<file path="src/rtl/dsp_fetch.sv">
// Instruction fetch: owns the PC, reads a 1-cycle synchronous imem, registers the word for decode.
// Latency: a word reaches decode 2 cycles after its read issues; redirect costs 2 empty cycles.
// Backpressure: stall holds the outputs and stops reads; a 1-entry skid catches the word in flight.
module dsp_fetch #(
    parameter int                  INST_WORD_LEN = 32,
    parameter int                  PC_WIDTH      = 16,
    parameter logic [PC_WIDTH-1:0] RESET_PC      = '0
) (
    input  logic                     clk,
    input  logic                     rst,
    input  logic                     stall,
    input  logic                     redirect_en,
    input  logic [PC_WIDTH-1:0]      redirect_addr,
    output logic [PC_WIDTH-1:0]      imem_addr,
    output logic                     imem_rd_en,
    input  logic [INST_WORD_LEN-1:0] imem_rdata,
    output logic [INST_WORD_LEN-1:0] instruction,
    output logic [PC_WIDTH-1:0]      inst_pc,
    output logic                     inst_valid
);

    logic [PC_WIDTH-1:0]      pc_q;
    logic [PC_WIDTH-1:0]      req_pc_q;
    logic                     req_valid_q;
    logic                     skid_valid;
    logic [INST_WORD_LEN-1:0] skid_inst;
    logic [PC_WIDTH-1:0]      skid_pc;
    logic                     issue;

    // rst is folded in so the strobe drops the instant reset asserts, not at the next edge.
    assign issue      = !rst && !stall && !redirect_en;
    assign imem_rd_en = issue;
    assign imem_addr  = pc_q;

    always_ff @(posedge clk or posedge rst) begin
        if (rst) begin
            pc_q        <= RESET_PC;
            req_valid_q <= 1'b0;
            req_pc_q    <= '0;
        end else if (redirect_en) begin
            pc_q        <= redirect_addr;
            req_valid_q <= 1'b0;
        end else if (!stall) begin
            req_valid_q <= 1'b1;
            req_pc_q    <= pc_q;
            pc_q        <= pc_q + PC_WIDTH'(1);
        end else begin
            req_valid_q <= 1'b0;
        end
    end

    // Read data only exists for one cycle, so under stall it is parked in the skid and
    // replayed ahead of anything newer once decode accepts again.
    always_ff @(posedge clk or posedge rst) begin
        if (rst) begin
            skid_valid  <= 1'b0;
            skid_inst   <= '0;
            skid_pc     <= '0;
            instruction <= '0;
            inst_pc     <= '0;
            inst_valid  <= 1'b0;
        end else if (redirect_en) begin
            inst_valid <= 1'b0;
            skid_valid <= 1'b0;
        end else if (stall) begin
            if (req_valid_q) begin
                skid_valid <= 1'b1;
                skid_inst  <= imem_rdata;
                skid_pc    <= req_pc_q;
            end
        end else if (skid_valid) begin
            instruction <= skid_inst;
            inst_pc     <= skid_pc;
            inst_valid  <= 1'b1;
            skid_valid  <= 1'b0;
        end else if (req_valid_q) begin
            instruction <= imem_rdata;
            inst_pc     <= req_pc_q;
            inst_valid  <= 1'b1;
        end else begin
            inst_valid <= 1'b0;
        end
    end

endmodule
</file>
<file path="config.mk">
export PLATFORM = sky130hd
export DESIGN_NAME = dsp_fetch
export DESIGN_NICKNAME = d
export VERILOG_FILES = /design/src/rtl/dsp_fetch.sv
export SDC_FILE = /design/constraint.sdc
export NUM_CORES = 1
export LEC_CHECK = 0
export BUFFER_PORTS_ARGS = -buffer_cell sky130_fd_sc_hd__buf_2
export CORE_MARGIN = 2
export CORE_UTILIZATION = 55
export DETAILED_ROUTE_END_ITERATION = 10
export GPL_TIMING_DRIVEN = 1
export PLACE_DENSITY = 0.88
export SLEW_MARGIN = 5
export SYNTH_ARGS = -nofsm -noshare
export SYNTH_HDL_FRONTEND = slang
export SYNTH_SLANG_ARGS = --single-unit
</file>
<file path="constraint.sdc">
create_clock -name clk -period 3.8 [get_ports clk]
set_input_delay 0 -clock clk [delete_from_list [all_inputs] [get_ports clk]]
set_output_delay 0 -clock clk [all_outputs]
set_load 0.01 [all_outputs]
</file>
# Yosys cells after proc, flatten, opt, wreduce, memory -nomap -nowiden

Cells that the tools add are included.

Input bits: 52
Bits in registers: 131
Logic and storage cells: 38

Bitwise operators: 2
Mux-type cells: 15
$add $sub $neg: 1
Equal/unequal tests: 2
Reductions and logical operators: 9

Operators by type and width:

| kind                                                   | count |
|---|---|
| 2-to-1 mux 16 bit                                      | 4 |
| 2-to-1 mux 32 bit                                      | 2 |
| adder 16 x 1 -> 16 bit (second input constant)         | 1 |
| 2-to-1 mux 1 bit                                       | 9 |
| AND reduction 3 bit                                    | 2 |
| logical NOT 1 bit                                      | 3 |
| inequality test 3 x 1 -> 1 bit (second input constant) | 1 |
| logical AND 1 bit                                      | 2 |
| inequality test 2 x 1 -> 1 bit (second input constant) | 1 |
| NOT 1 bit                                              | 2 |
| AND reduction 2 bit                                    | 1 |
| nonzero test 2 bit                                     | 1 |

# Longest topological paths before layout

Gate-level depths: netlist (run 1).

Depth after elaboration: 4
Gate-level depth with buffers: 6
Depth with buffers taken out: 5

# Worst setup path before layout (run 1)

OpenSTA, ideal clock, no wires.

Kind: register -> register
From: register pc_q[0] (netlist: imem_addr[0])
To: register pc_q[14] (netlist: imem_addr[14])
Setup slack: 2.304 ns
Period minus slack after synthesis: 1.496 ns
Required time: 3.671 ns
Stages on the path, launching flop included: 6
Arrival time: 1.367 ns
Path buffers: 0
Library setup time: 0.129 ns
Cell sequence: dfrtp_1 -> ha_1 -> nand4b_4 -> nor4_2 -> xnor2_1 -> o21ai_1

Longest elaborated chain between the ends: 3

Ends and longest elaborated chain:

| what                   | line | text |
|---|---|---|
| start, declared        | 22   | `logic [PC_WIDTH-1:0] pc_q;` |
| start signal, assigned | 41   | `pc_q <= redirect_addr;` |
| start signal, assigned | 46   | `pc_q <= pc_q + PC_WIDTH'(1);` |
| adder 16 x 1 -> 16 bit | 46   |  |
| 2-to-1 mux 16 bit      | 43   | `end else if (!stall) begin` |
| 2-to-1 mux 16 bit      | 40   | `end else if (redirect_en) begin` |

No other way between the ends. The select of a mux whose other input is x is not followed.
A chain may end at the register's enable or synchronous reset.

# Final worst setup path (run 1)

From: input stall
To: register skid_inst[13]

Longest elaborated chain between the ends: 1

Ends and longest elaborated chain:

| what                                 | line | text |
|---|---|---|
| start, declared                      | 11   | `input logic stall,` |
| AND reduction 3 bit (no source line) | -    |  |
| end signal, assigned                 | 68   | `skid_inst <= imem_rdata;` |
| end, declared                        | 26   | `logic [INST_WORD_LEN-1:0] skid_inst;` |

No other way between the ends.

==> reports/metrics.csv, run 1 <==
metric,value,unit
clock skew,0.00762,ns
worst path required time,4.18,ns
vias per inst,5.40,
top cell type's share of synthesized area,58.0,%
Mapped Nets,507,
Mean Syn Cell Area,12.5,sq um
"Arr. time, crit path",2.28,ns
crit path cell chain,dlygate4sd3_1 -> buf_2 -> nor2b_4 -> nand2_2 -> mux2_1,
RSZ-0062 raised after global routing,false,
drt total wl,12900,um
largest net degree at the start of global routing,98,
post-CTS setup repair buffer count,0,
"Hold Vio Cnt, Final",0,
CTS Buf Count,17,
Slew HR,21.4,%
HPWL Detailed,7360,um
hold_ws,0.0366,ns
first-pass GRT wire length,21000,um
Yosys top cell by area,dfrtp_1,
"EDFF count, synth",0,
Lkg Pwr,0.00330,uW
H-tree depth,4,
endpoints failing setup,0,
Slowest Stage Delay on Critical Path,0.65,ns
CP max-delay cell,nand2_2,
hold_buf cts,52,
die span in y,105,um
overall via count from detail_route,4144,
Worst setup EP type,flip-flop,
PortBufs,117,
part of the cycle the worst path needs,50.1,%
initial antenna violation count,0,
status,completed,
CTS max path bufs,2,
Final nets,671,
synth unique cells,38,
CTS tree,built,
Yosys Warn Count,0,
Max Slew Vio Count,0,
Residual DRC,0,
Mapped Cells,454,
Root Driver,clkbuf_8,
IO Count,118,
Mapped Area,5660,sq um
Post-synth ARST share,100,%
CTS sink count,131,
critical path buffer and inverter count,2,
clock latency on the worst-skew pair,0.51,ns
"Gates resized, CTS repair",0,
highest clock rate,525,MHz
minimum clock period,1.90,ns
sequential fraction of the synthesis area,58.0,%
WL per Instance,16.8,um
pwr/cell area,583,nW/um^2
maxcap violations,0,
Setup crit start kind,input pin,
largest fanout on the critical path,48,
Initial Util,55.8,%
layout cells sized above 1,36.0,%
type of the worst setup path,input pin to flip-flop,
Iteration-0 DRC Markers,233,
Site Rows,37,
post-synthesis register bit count,131,
P&R area growth vs syn,31.3,%
grt total ovfl,0,
ys flop type,dfrtp_1,
Detail Route Antenna Nets,0,
die area,11100,sq um
Worst-Margin Slew,1.17,ns
"top cells by area, synth","dfrtp_1, mux2_2, mux2i_1",
Peak VDD IR,0.289,mV
Final TNS setup,0,ns
vias in the first global route,4298,
Routability Congestion,0.779,
Worst Hold Class,input pin to flip-flop,
drt first pass iters,5,
global-route usage over all layers,24.2,%
number of antenna diodes,0,
total core area,10100,sq um
crit-path leading delay family,simple AND/OR/NAND/NOR gates,
Clock Pin Slew Worst Setup and Hold Paths,0.06,ns
Die Width,105,um
[stage by stage]
| step | cells | instance area (sq um) | util (%) | setup slack (ns) | power (uW) |
|---|---|---|---|---|---|
| 2_1_floorplan | 454 | 5660 | - | 0.302 | 2340 |
| 3_3_place_gp | 683 | 6290 | 62.1 | 1.83 | 2580 |
| 3_5_place_dp | 683 | 6290 | 62.1 | 1.75 | 2630 |
| 4_1_cts | 767 | 7430 | 73.3 | 1.91 | 4350 |
| 5_1_grt | 767 | 7430 | 73.3 | 1.77 | 4530 |
| 6_report | 767 | 7430 | 73.3 | 1.90 | 4330 |
[registers in the layout, indices dropped and copies added (netlist names)]
name	count
imem_addr	16
inst_pc	16
inst_valid	1
instruction	32
req_pc_q	16
req_valid_q	1
skid_inst	32
skid_pc	16
skid_valid	1
[report_power, final]
part / total (uW) / internal (uW) / switching [uW]
combinational: 758 / 392 / 366
sequential: 1910 / 1700 / 206
clock: 1660 / 1050 / 615
total: 4330 / 3140 / 1190
[cells in the mapped netlist, types with 5 or more instances]
cell	count
xnor2_1	9
clkbuf_1	7
nor3_1	5
buf_4	5
nand2_1	20
a21oi_1	48
mux2i_1	49
mux2_2	61
dfrtp_1	131
o21ai_0	11
nor2_1	53
buf_2	12
[routing by layer]
layer / track usage, % / part of all wire [%] / up-vias
met5: 0 / 0 / -
met4: 6.67 / 1.4 / 0
met3: 6.86 / 5.0 / 19
met2: 41.6 / 51 / 140
met1: 30.0 / 43 / 2062
li1: - / - / 1923
[logic make-up after synthesis]
group / share of synthesized area, %
AND/OR/NAND/NOR: 9.27
adder cells (fa/ha/maj): 0.221
buffers and inverters: 3.07
multiplexers: 21.4
AO/OA/AOI/OAI: 6.06
XOR/XNOR: 2.01
flip-flops: 58.0
[area by class of cell]
class,instances,area (sq um)
clock buffers,19,442
inverters,3,13.8
well taps,136,170
clock inverters,13,174
flip-flops and latches,131,3280
repair buffers,173,1140
fillers,640,2710
multi-input cells,292,2210
[layout by cell type, fill, tap and decap left out, drive strengths merged]
master	synthesis	routed
nor3b	1	1
a221o	1	1
nand3b	1	1
nand4	3	3
nor2	54	54
xor2	4	4
a31oi	1	1
clkinv	0	3
clkinvlp	0	3
ha	1	1
nor2b	3	3
nand2	20	20
nor4	4	4
mux2i	49	49
a21oi	48	48
buf	20	121
nand2b	1	1
nor3	6	6
and4	1	1
nand3	3	3
dlygate4sd3	0	52
dfrtp	131	131
and3b	1	1
a21o	1	1
o21ai	14	14
inv	3	7
nand4b	1	1
xnor2	9	9
clkbuf	8	19
mux2	64	64
o31a	1	1
bufinv	0	3
[worst register-to-register path, delay by kind of cell (launching register included)]
family | cells | cell delay (ns)
flops | 1 | 0.38
mux | 1 | 0.47
simple gates | 1 | 0.85
[final timing paths]
path	startpoint	endpoint	slack, ns	depth (start not counted)
worst min-delay path	redirect_en	imem_addr[11]$_DFFE_PP0P_	0.04	3
max in group asynchronous	rst	instruction[3]$_DFFE_PP0P_	2.57	4
worst min register to register	skid_pc[15]$_DFFE_PP0P_	skid_pc[15]$_DFFE_PP0P_	0.50	1
worst max register to register	req_valid_q$_DFF_PP0_	skid_inst[0]$_DFFE_PP0P_	1.98	2
worst max-delay path	stall	skid_inst[13]$_DFFE_PP0P_	1.90	5
min in group asynchronous	rst	imem_addr[3]$_DFFE_PP0P_	0.22	3
Note: power is estimated with default switching activity, not from simulation.
==> run 2: changes to the inputs <==
clock period = 1.8 ns   (was 3.8 ns; I/O delays follow)
==> reports/metrics.csv, run 2 (synthesis gave the netlist of run 1 again) <==
metric,value,unit
status,completed,
Worst setup EP type,flip-flop,
CTS tree,built,
grt total ovfl,0,
largest fanout on the critical path,6,
CTS max path bufs,2,
Max Slew Vio Count,0,
vias per inst,5.34,
Slew HR,54.2,%
part of the cycle the worst path needs,94.3,%
global-route usage over all layers,24.6,%
Site Rows,37,
Worst Hold Class,input pin to flip-flop,
Switch Pwr,2400,uW
Worst-Margin Slew,0.688,ns
Pint,6650,uW
vias in the first global route,4385,
initial antenna violation count,0,
Final nets,680,
H-tree depth,4,
clock latency on the worst-skew pair,0.51,ns
highest clock rate,589,MHz
"Design Area, Final",7510,sq um
clock skew,0.00427,ns
Top Metal Used,met4,
total power,9060,uW
layout cells sized above 1,36.6,%
minimum clock period,1.70,ns
drt first pass iters,4,
clock share of power,37.5,%
dpl cells,690,
slack of the critical path,0.102,ns
Post-Layout Cell Count,776,
Comb power frac,18.1,%
P&R area growth vs syn,32.7,%
die area,11100,sq um
PortBufs,117,
Die Width,105,um
Final TNS setup,0,ns
endpoints failing setup,0,
Root Driver,clkbuf_8,
Net Sw Frac,26.5,%
placed inst area,6370,sq um
Post-Place Setup Slack,0.202,ns
Detail Route Antenna Nets,0,
WL per Instance,16.7,um
pwr/cell area,1210,nW/um^2
"Hold Vio Cnt, Final",0,
Clock Pin Slew Worst Setup and Hold Paths,0.06,ns
die span in y,105,um
biggest regs,"instruction: 32 flops, skid_inst: 32 flops",
first-pass GRT wire length,21300,um
HPWL Detailed,7810,um
overall via count from detail_route,4144,
number of antenna diodes,0,
CTS Buf Count,17,
total core area,10100,sq um
Iteration-0 DRC Markers,257,
Residual DRC,0,
type of the worst setup path,flip-flop to flip-flop,
WL met1,5330,um
Initial Util,55.8,%
Routability Congestion,0.841,
DR WL met2,6760,um
worst path required time,2.19,ns
largest net degree at the start of global routing,132,
Setup crit start kind,flip-flop,
maxcap violations,0,
CTS sink count,131,
IO Count,118,
RSZ-0062 raised after global routing,false,
"commonest non-fill, non-tap cell in the layout",dfrtp_1,
"Arr. time, crit path",2.08,ns
Peak VDD IR,0.663,mV
drt total wl,13000,um
sequential share of power,44.4,%
metal3 WL,738,um
"commonest cells after routing, fill and taps aside","dfrtp_1, buf_2, mux2_2",
worst reg2reg setup slack,0.10,ns
Lkg Pwr,0.00333,uW
[run 2: changes by cell type in the layout (fill, tap and decap cells not counted), moves of 2 or more]
cell,change
buf_12,+2
buf_4,+6
clkbuf_1,+3
clkinv_2,+3
clkinv_4,-3
dfrtp_1,-2
dfrtp_2,+2
inv_6,-4
[run 2: critical path, stage by stage, from the launching register on]
cell and delay [ns]:
dfrtp_2 0.45, ha_1 0.30, mux2i_1 0.14, o21ai_0 0.10, dlygate4sd3_1 0.58
[run 2: final timing paths]
kind                       cells after the start                         to                     start
setup / recovery                               4   imem_addr[1]$_DFFE_PP0P_  imem_addr[1]$_DFFE_PP0P_
hold / removal                                 4  imem_addr[10]$_DFFE_PP0P_         redirect_addr[10]
setup reg to reg                               4   imem_addr[1]$_DFFE_PP0P_  imem_addr[1]$_DFFE_PP0P_
hold reg to reg                                1     inst_valid$_DFFE_PP0P_    inst_valid$_DFFE_PP0P_
max in group asynchronous                      4  skid_inst[28]$_DFFE_PP0P_                       rst
min in group asynchronous                      4    req_pc_q[5]$_DFFE_PP0P_                       rst
[run 2: power groups by stage]
stage	logic, uW	registers [uW]	clock network, uW
finish	1640	4020	3400
global placement	1470	3990	0
detailed placement	1530	4040	0
global route	1810	4090	3600
CTS	1640	4000	3450
floorplan	831	4100	0
[run 2: what timing repair did]
item,CTS,global route
hold buffers,53,0
resized for setup,0,2
setup endpoints to repair,0,1
endpoints found under the hold margin,216,0
setup buffers,0,1
[run 2: layer usage]
metal / global-route usage, % / vias to the layer above
li1: - / 1937
met1: 30.1 / 2056
met2: 43.2 / 133
met3: 6.25 / 18
met4: 6.95 / 0
met5: 0 / -
[run 2: layout make-up]
type / count / area (sq um)
fill: 637 / 2630
clock inverter: 9 / 128
timing repair buffer: 182 / 1230
sequential: 131 / 3280
multi-input combinational: 292 / 2210
inverter: 3 / 15.0
tap: 136 / 170
clock buffer: 23 / 467
[run 2: through the flow]
step	utilization [%]	hold slack, ns
2_1_floorplan	-	0.0467
3_3_place_gp	62.8	0.208
3_5_place_dp	62.8	0.214
4_1_cts	73.9	0.215
5_1_grt	74.0	0.243
6_report	74.0	0.234
==> run 3: changes to the inputs <==
ABC_AREA = 1   (was not set)
REMOVE_ABC_BUFFERS = 1   (was not set)
==> reports/metrics.csv, run 3 <==
metric,value,unit
Synth Area in Simple Gates,24.6,%
CTS max path bufs,2,
die span in y,108,um
IO Count,118,
post-synthesis register bit count,131,
clock latency on the worst-skew pair,0.51,ns
first-pass GRT wire length,24700,um
synth unique cells,25,
Worst-Margin Slew,0.533,ns
Die Width,108,um
routing usage on met1,33.9,%
"commonest cells after routing, fill and taps aside","nand2_1, dfrtp_1, buf_2",
worst path required time,2.19,ns
CTS tree,built,
main combinational cell family by area after synthesis,simple AND/OR/NAND/NOR gates,
Synth Area in XOR/XNOR,0.148,%
maxcap violations,0,
Clock Pin Slew Worst Setup and Hold Paths,0.06,ns
PortBufs,117,
busiest grt layer,met2,
"top cells by count, synth","nand2_1, dfrtp_1, o21ai_0",
type of the worst setup path,flip-flop to flip-flop,
Site Rows,37,
die area,11600,sq um
Post-synth ARST share,100,%
Worst Hold Class,input pin to flip-flop,
largest fanout on the critical path,5,
Post-Layout Cell Count,1057,
initial antenna violation count,0,
number of antenna diodes,0,
Yosys top cell by area,dfrtp_1,
worst reg-to-reg path cell count,5,
Synth Area in Compound Gates,11.1,%
Max Slew Vio Count,0,
status,completed,
Routability Congestion,0.885,
WL per Instance,14.2,um
grt total ovfl,0,
Post-Place Setup Slack,0.391,ns
Lkg Pwr,0.00408,uW
"top cells by area, synth","dfrtp_1, nand2_1, o21ai_0",
total core area,10400,sq um
"commonest non-fill, non-tap cell in the layout",nand2_1,
Mapped Area,5930,sq um
Iteration-0 DRC Markers,473,
P&R area growth vs syn,32.0,%
critical path capture point,imem_addr[4]$_DFFE_PP0P_,
Final nets,961,
CTS Buf Count,17,
mux contribution to synthesized area,0,%
biggest regs,"instruction: 32 flops, skid_inst: 32 flops",
CTS sink count,131,
met2 usage,46.2,%
overall via count from detail_route,5429,
minimum clock period,1.77,ns
clock skew,0.0134,ns
vias in the first global route,5422,
top cell type's share of synthesized area,55.3,%
layout cells sized above 1,18.7,%
Yosys Warn Count,0,
global-route usage over all layers,27.1,%
Setup crit start kind,flip-flop,
FF-to-FF Start,imem_addr[0]$_DFFE_PP0P_,
Worst setup EP type,flip-flop,
part of the cycle the worst path needs,98.1,%
Mapped Cells,736,
slack of the critical path,0.0336,ns
vias per inst,5.14,
Slew HR,64.4,%
CP startpoint,imem_addr[0]$_DFFE_PP0P_,
highest clock rate,566,MHz
"EDFF count, synth",0,
drt total wl,15000,um
pwr/cell area,1120,nW/um^2
Residual DRC,0,
Post-Synth Adder-Cell Area,0.211,%
sequential fraction of the synthesis area,55.3,%
RSZ-0062 raised after global routing,true,
reg-to-reg endpoint,imem_addr[4]$_DFFE_PP0P_,
dpl cells,961,
HPWL Detailed,8480,um
Detail Route Antenna Nets,0,
"Hold Vio Cnt, Final",0,
"Arr. time, crit path",2.16,ns
M3 GR Usage,5.81,%
Initial Util,56.9,%
largest net degree at the start of global routing,97,
Root Driver,clkbuf_8,
H-tree depth,4,
Peak VDD IR,0.691,mV
cell with the most instances after synthesis,nand2_1,
endpoints failing setup,0,
ys flop type,dfrtp_1,
Mean Syn Cell Area,8.06,sq um
Final TNS setup,0,ns
drt first pass iters,5,
worst reg2reg setup slack,0.03,ns
run 3: power by group:
group          internal, uW  leakage, uW  switching [uW]  total (uW)
clock                  2120     0.000285            1310        3440
combinational           650      0.00216             871        1520
sequential             3500      0.00163             337        3830
run 3: timing repair:
action | 4_1_cts | 5_1_grt
endpoints found under the setup margin | 0 | 2
resized for setup | 0 | 3
buffers inserted | 0 | 1
hold endpoints to repair | 217 | 0
hold buffers | 63 | 0
run 3: critical path: stages (launching register included):
cell and delay (ns):
dfrtp_1 0.43, ha_2 0.24, nand3_1 0.12, o211ai_1 0.19, nand3_1 0.10, dlygate4sd3_1 0.57
run 3: through the flow:
step	hold WS, ns	utilization (%)	total power [uW]	cell area, sq um
detailed placement	-0.115	63.2	5240	6590
finish	0.0537	75.1	8790	7830
global route	0.0769	75.1	9250	7830
CTS	0.00770	75.0	8810	7810
floorplan	0.0475	-	4620	5680
global placement	-0.118	63.2	5160	6590
run 3: cell families after synthesis:
group,after synthesis
buffers and inverters,107
AND/OR/NAND/NOR,367
AO/OA/AOI/OAI,129
adder cells (fa/ha/maj),1
flip-flops,131
XOR/XNOR,1
run 3: final cells by class:
type | instances | area (sq um)
sequential | 131 | 3280
fill | 711 | 2590
multi-input combinational | 498 | 2140
timing repair buffer | 190 | 1370
clock buffer | 17 | 414
inverter | 70 | 270
clock inverter | 15 | 180
tap | 136 | 170
run 3: routing by layer:
layer  wire [um]  vias up
met5           0        -
met4         216        0
met3         906       26
met2        7540      234
met1        6300     2521
li1            -     2648
run 3: worst min-delay path by stage:
stage / slack (ns) / depth (start not counted) / to / from
final: 0.05 / 2 / req_valid_q$_DFF_PP0_ / redirect_en
after global routing: 0.08 / 4 / imem_addr[13]$_DFFE_PP0P_ / redirect_en
after CTS: 0.008 / 5 / imem_addr[12]$_DFFE_PP0P_ / redirect_en
after detailed placement: -0.12 / 2 / imem_addr[13]$_DFFE_PP0P_ / rst
after global placement: -0.12 / 2 / imem_addr[13]$_DFFE_PP0P_ / rst
after floorplan: 0.05 / 1 / imem_rd_en / rst
